### config.mk
export PLATFORM = sky130hd
export DESIGN_NAME = mux_reg_nx1
export DESIGN_NICKNAME = d
export VERILOG_FILES = /design/src/rtl/mux_reg_nx1.sv
export SDC_FILE = /design/constraint.sdc
export NUM_CORES = 1
export LEC_CHECK = 0
export CAP_MARGIN = 20
export CORE_MARGIN = 3
export CORE_UTILIZATION = 36
export DETAILED_ROUTE_END_ITERATION = 7
export PLACE_DENSITY = 0.81
export SLEW_MARGIN = 20
export SYNTH_ARGS = -nofsm -noshare
export SYNTH_HDL_FRONTEND = slang
export SYNTH_SLANG_ARGS = --single-unit
### constraint.sdc
create_clock -name clk_i -period 3.09 [get_ports clk_i]
set_input_delay 0.309 -clock clk_i [delete_from_list [all_inputs] [get_ports clk_i]]
set_output_delay 0.309 -clock clk_i [all_outputs]
set_load 0.005 [all_outputs]
### src/rtl/mux_reg_nx1.sv
// N-input registered mux with valid/ready on both sides; direct-select or round-robin grant.
// Define MUX_REG_STALL_CNT_EN to add a saturating stall counter output (stall_cnt_o).
module mux_reg_nx1 #(
    parameter  int WIDTH  = 32,
    parameter  int NUM_IN = 4,
    localparam int SEL_W  = $clog2(NUM_IN)
) (
    input  logic                    clk_i,
    input  logic                    reset_i,
    input  logic [NUM_IN*WIDTH-1:0] in_data_i,
    input  logic [NUM_IN-1:0]       in_valid_i,
    output logic [NUM_IN-1:0]       in_ready_o,
    input  logic [SEL_W-1:0]        sel_i,
    input  logic                    mode_i,
    output logic [WIDTH-1:0]        out_data_o,
    output logic [SEL_W-1:0]        out_sel_o,
    output logic                    out_valid_o,
    input  logic                    out_ready_i
`ifdef MUX_REG_STALL_CNT_EN
    ,output logic [15:0]            stall_cnt_o
`endif
);

    logic [WIDTH-1:0]    out_data_q, out_data_d;
    logic [SEL_W-1:0]    out_sel_q, out_sel_d;
    logic                out_valid_q, out_valid_d;
    logic [SEL_W-1:0]    rr_ptr_q, rr_ptr_d;

    logic                grant_vld;
    logic [SEL_W-1:0]    grant;
    logic [2*NUM_IN-1:0] rot_valid;
    logic [WIDTH-1:0]    grant_data;
    logic                can_load;
    logic                xfer;

    assign can_load  = !out_valid_q || out_ready_i;
    // Doubling the valid vector lets the scan from rr_ptr wrap without modulo indexing.
    assign rot_valid = {in_valid_i, in_valid_i} >> rr_ptr_q;

    always_comb begin
        int idx;
        grant_vld = 1'b0;
        grant     = '0;
        idx       = 0;
        if (!mode_i) begin
            for (int i = 0; i < NUM_IN; i++) begin
                if (int'(sel_i) == i && in_valid_i[i]) begin
                    grant_vld = 1'b1;
                    grant     = SEL_W'(i);
                end
            end
        end else begin
            for (int k = 0; k < NUM_IN; k++) begin
                if (!grant_vld && rot_valid[k]) begin
                    grant_vld = 1'b1;
                    idx       = int'(rr_ptr_q) + k;
                    if (idx >= NUM_IN) idx = idx - NUM_IN;
                    grant     = SEL_W'(idx);
                end
            end
        end
    end

    always_comb begin
        grant_data = '0;
        for (int i = 0; i < NUM_IN; i++) begin
            if (int'(grant) == i) grant_data = in_data_i[i*WIDTH +: WIDTH];
        end
    end

    assign xfer = grant_vld && can_load && !reset_i;

    always_comb begin
        in_ready_o = '0;
        for (int i = 0; i < NUM_IN; i++) begin
            in_ready_o[i] = xfer && (int'(grant) == i);
        end
    end

    always_comb begin
        out_data_d  = out_data_q;
        out_sel_d   = out_sel_q;
        out_valid_d = out_valid_q;
        rr_ptr_d    = rr_ptr_q;
        if (xfer) begin
            out_data_d  = grant_data;
            out_sel_d   = grant;
            out_valid_d = 1'b1;
            if (mode_i) begin
                rr_ptr_d = (int'(grant) == NUM_IN - 1) ? '0 : grant + SEL_W'(1);
            end
        end else if (out_valid_q && out_ready_i) begin
            out_valid_d = 1'b0;
        end
    end

    always_ff @(posedge clk_i) begin
        if (reset_i) begin
            out_data_q  <= '0;
            out_sel_q   <= '0;
            out_valid_q <= 1'b0;
            rr_ptr_q    <= '0;
        end else begin
            out_data_q  <= out_data_d;
            out_sel_q   <= out_sel_d;
            out_valid_q <= out_valid_d;
            rr_ptr_q    <= rr_ptr_d;
        end
    end

    assign out_data_o  = out_data_q;
    assign out_sel_o   = out_sel_q;
    assign out_valid_o = out_valid_q;

`ifdef MUX_REG_STALL_CNT_EN
    logic [15:0] stall_cnt_q;

    always_ff @(posedge clk_i) begin
        if (reset_i) begin
            stall_cnt_q <= '0;
        end else if (out_valid_q && !out_ready_i && stall_cnt_q != 16'hFFFF) begin
            stall_cnt_q <= stall_cnt_q + 16'd1;
        end
    end

    assign stall_cnt_o = stall_cnt_q;
`else
    // Base build: handshake only, no stall counter.
`endif

endmodule
==> results by stage <==
Logic synthesis:
- Summed over all instances, the cell type with the most area after synthesis is sky130_fd_sc_hd__dfxtp_1.
- Averaged over all synthesized cells, the footprint is 8.664 um2.
- During synthesis, Yosys emitted a total of 0 warnings.
- The cell area that synthesis handed to floorplanning was 2651 um2.
- The net count after synthesis is 448.
- Summed over its instances, the top area cell type makes up 27.94% of the synthesized netlist area.
- The count of state elements after synthesis is 37.
- By area the synthesized netlist is led by sky130_fd_sc_hd__dfxtp_1 (28%), sky130_fd_sc_hd__mux2i_1 (14%), sky130_fd_sc_hd__a221oi_1 (11%), sky130_fd_sc_hd__o31a_1 (10%), sky130_fd_sc_hd__nand2b_1 (9.0%).
- In the synthesized netlist, the number of instances is 306.
- After synthesis, flip-flops and latches occupy 27.94% of the total area.
- The count of cell types in the netlist is 30.

Placement:
- The count of port buffers added during placement is 176.
- The placed wire-length estimate is 7092 um.
- The number of placed instances, taps included, is around 560.
- The placed instances occupy a cell area of 4517 um2.
- The placer's final routability congestion estimate is roughly 0.85.

Global route:
- The number of global-route vias before repair is 2,945.
- The wire length of the first global-routing pass is 14,760 um.
- Entering global routing, the biggest net connects 53 pins.
- The overall overflow remaining after global route is 0.
- Global routing consumed, over all layers together, 21.44% of the routing resources.
- The initial antenna violation count is 0.

Cells and area:
- At the end of the flow, the number of nets in the layout was 616.
- The antenna diode count is 0.
- Of the cells placed in the final design, the portion with a size suffix greater than 1 is 6.737%.
- For this run, the share of the core covered by cells in the final layout is 66.00%.
- The cell area after layout is 4608 um2.
- The finished layout holds about 570 standard cells, fillers aside.
- The count of filler cells inserted in the layout is 607.
- Compared with the post-synthesis result, the final layout area differs by 73.81%.

Routing:
- For this run, the detailed router's first-pass iteration total came to 4.
- The vias after detailed routing is about 2,900.
- In the routed design, unresolved DRC markers number 0.
- The number of nets with antenna violations after routing is 0.
- The routed via count divided by cell count is approximately 5.2.
- The final layout contains routed wiring with a total length of just over 9000 um.
- The DRC marker count from the first detailed-route iteration is 65.
- After detailed routing, the average wire length per cell comes to 16.18 um.

Critical path:
- STA puts the critical path data arrival time at 2650 ps.
- The category of the critical setup timing path is in -> out.
- Data on the critical path is required at its endpoint by 2780 ps.
- The type of origin of the critical path is a primary input.
- The sort of element at the end of the critical path is a primary output.
- The biggest fanout along the worst timing path is 6.

Floorplan:
- The die covers 8430 um2.
- In this run the count of I/O pins placed on the die edge is 177.
- For this configuration, the core starts out at a cell density of 37.97%.
- The vertical extent of the die is 91.82 um.
- The number of standard-cell rows in the floorplan is 30.
- The die is 91.82 um wide.
- The core region is 6982 um2.

CTS:
- The number of clock buffers inserted by TritonCTS is 5.
- The clock tree from TritonCTS is built.
- The clock-pin slew on the worst setup and hold paths is 70 ps.
- Post-CTS timing repair inserted 0 buffers for setup.
- The number of sinks handled by clock tree synthesis is 37.
- The clock passes through at most 2 buffers.
- The library cell used as clock root buffer is sky130_fd_sc_hd__clkbuf_8.
- The clock latency at the later pin of the worst-skew pair is roughly 280 ps.
- The H-tree depth is 2.

Timing:
- The tightest hold path in the finished design has a slack of 472.9 ps.
- At the pin with the least slew margin, the transition time is roughly 530 ps.
- Setup repair after global routing left no endpoint under its margin.
- Measured against its own limit, the worst slew margin works out to 64.95%.
- The hold violation count in the final report is 0.
- The number of endpoints failing setup at the final stage is 0.
- The final worst clock skew is 4.611 ps.
- Subtracting the final worst setup slack from the clock period gives 2954 ps.
- The final period utilization is 95.61%.
- The number of slew-limit violations in the final report is 0.
- Timing would allow up to ~0.34 GHz.
- The setup TNS is 0 ps.

Flow run:
- Max-cap violations in this run came to 0.

Power and ir drop:
- The worst-case vdd ir drop is 0.0002215 V.
- The analysis attributes to cell leakage a power of approximately 1.6 nW.
- Dividing total power by cell area gives a power density of about 360 nW/um2.

Run status:
- The flow ran to the end, and the final reports show no timing, DRC or antenna violations.

Min path:
- The type of the tightest min-delay check is reg -> reg.
==> placed cells by master, fill, tap and decap left out, types with 4 or more instances in the layout <==
| cell type | count |
|---|---|
| sky130_fd_sc_hd__mux2i_1 | 36 |
| sky130_fd_sc_hd__clkbuf_8 | 5 |
| sky130_fd_sc_hd__nor2b_1 | 33 |
| sky130_fd_sc_hd__o31a_1 | 31 |
| sky130_fd_sc_hd__nand2b_1 | 38 |
| sky130_fd_sc_hd__inv_1 | 4 |
| sky130_fd_sc_hd__clkdlybuf4s50_1 | 176 |
| sky130_fd_sc_hd__buf_4 | 14 |
| sky130_fd_sc_hd__a221oi_1 | 32 |
| sky130_fd_sc_hd__and2_1 | 4 |
| sky130_fd_sc_hd__dfxtp_1 | 37 |
| sky130_fd_sc_hd__nand2_1 | 33 |
==> report_power, final <==
part	total [mW]	leakage, nW	switching [mW]	internal, mW
combinational	0.760	1.29	0.286	0.474
sequential	0.584	0.305	0.0369	0.547
clock	0.328	0.0450	0.172	0.156
total	1.67	1.64	0.495	1.18
==> layer usage <==
| layer | GRT usage [%] | share of wire (%) |
|---|---|---|
| met4 | 4.579 | 1.4 |
| met1 | 25.48 | 41 |
| met5 | 0 | 0 |
| met3 | 7.301 | 8.5 |
| met2 | 37.37 | 50 |
==> flip-flops by register name, summed over array words and instances, names as in the netlist <==
name         flops
out_data_o      32
rr_ptr_q         2
out_valid_o      1
out_sel_o        2
==> final timing paths <==
kind,from,endpoint,slack [ps],cells after the start
max reg2reg,rr_ptr_q[1],out_data_o[7],630,9
max,in_valid_i[1],in_ready_o[0],140,8
min,out_data_o[28],out_data_o[28],470,2
min reg2reg,out_data_o[28],out_data_o[28],470,2
==> Yosys cell counts <==
cell and instances:
sky130_fd_sc_hd__clkbuf_1 22, sky130_fd_sc_hd__o32ai_1 1, sky130_fd_sc_hd__nor3b_1 3, sky130_fd_sc_hd__and2_1 4, sky130_fd_sc_hd__nor2_1 3, sky130_fd_sc_hd__o21ba_2 1
sky130_fd_sc_hd__inv_1 4, sky130_fd_sc_hd__a21o_1 1, sky130_fd_sc_hd__a31oi_1 3, sky130_fd_sc_hd__nand2b_1 38, sky130_fd_sc_hd__a221oi_1 32, sky130_fd_sc_hd__a21oi_2 1
sky130_fd_sc_hd__o21bai_1 1, sky130_fd_sc_hd__nand2_1 33, sky130_fd_sc_hd__a221o_1 1, sky130_fd_sc_hd__mux4_2 1, sky130_fd_sc_hd__ha_1 4, sky130_fd_sc_hd__o41ai_2 1
sky130_fd_sc_hd__mux2_2 1, sky130_fd_sc_hd__o31a_1 31, sky130_fd_sc_hd__a21oi_1 2, sky130_fd_sc_hd__o2111a_1 1, sky130_fd_sc_hd__buf_2 4, sky130_fd_sc_hd__mux2i_1 36
sky130_fd_sc_hd__nor3_1 1, sky130_fd_sc_hd__buf_6 3, sky130_fd_sc_hd__dfxtp_1 37, sky130_fd_sc_hd__nor2b_1 34, sky130_fd_sc_hd__nand2b_2 1, sky130_fd_sc_hd__nand3b_1 1
==> logic make-up after synthesis <==
group / Yosys count / synth area share, %
mux: 38 / 14.87
compound gates: 76 / 24.92
buf+inv: 33 / 5.710
simple gates: 118 / 24.68
fa+ha+maj: 4 / 1.888
flops: 37 / 27.94
==> through the flow <==
step	worst slack, ps	total power [mW]
after floorplan	510.6	0.9408
after global placement	135.9	1.339
after detailed placement	72.93	1.356
after CTS	66.60	1.693
after global routing	3.800	1.780
final	135.5	1.672
==> what timing repair did <==
action,CTS,global route
setup endpoints to repair,0,4
hold buffers,0,0
resized for setup,0,2
==> critical path, stage by stage <==
cell	delay (ps)
sky130_fd_sc_hd__clkdlybuf4s50_1	510
sky130_fd_sc_hd__o41ai_2	400
sky130_fd_sc_hd__o21ba_2	200
sky130_fd_sc_hd__a31oi_1	200
sky130_fd_sc_hd__buf_4	170
sky130_fd_sc_hd__ha_1	190
sky130_fd_sc_hd__and2_1	150
sky130_fd_sc_hd__clkdlybuf4s50_1	510
==> cell type report <==
cell class / instances / area [um2] / share of cell area, %
clock inverter: 2 / 10.01 / 0.2172
sequential: 37 / 740.7 / 16.07
clock buffer: 6 / 72.57 / 1.575
inverter: 4 / 15.01 / 0.3258
tap: 96 / 120.1 / 2.607
multi-input combinational: 236 / 1783 / 38.69
timing repair buffer: 190 / 1867 / 40.51
Power figures use the tool's default switching activity.
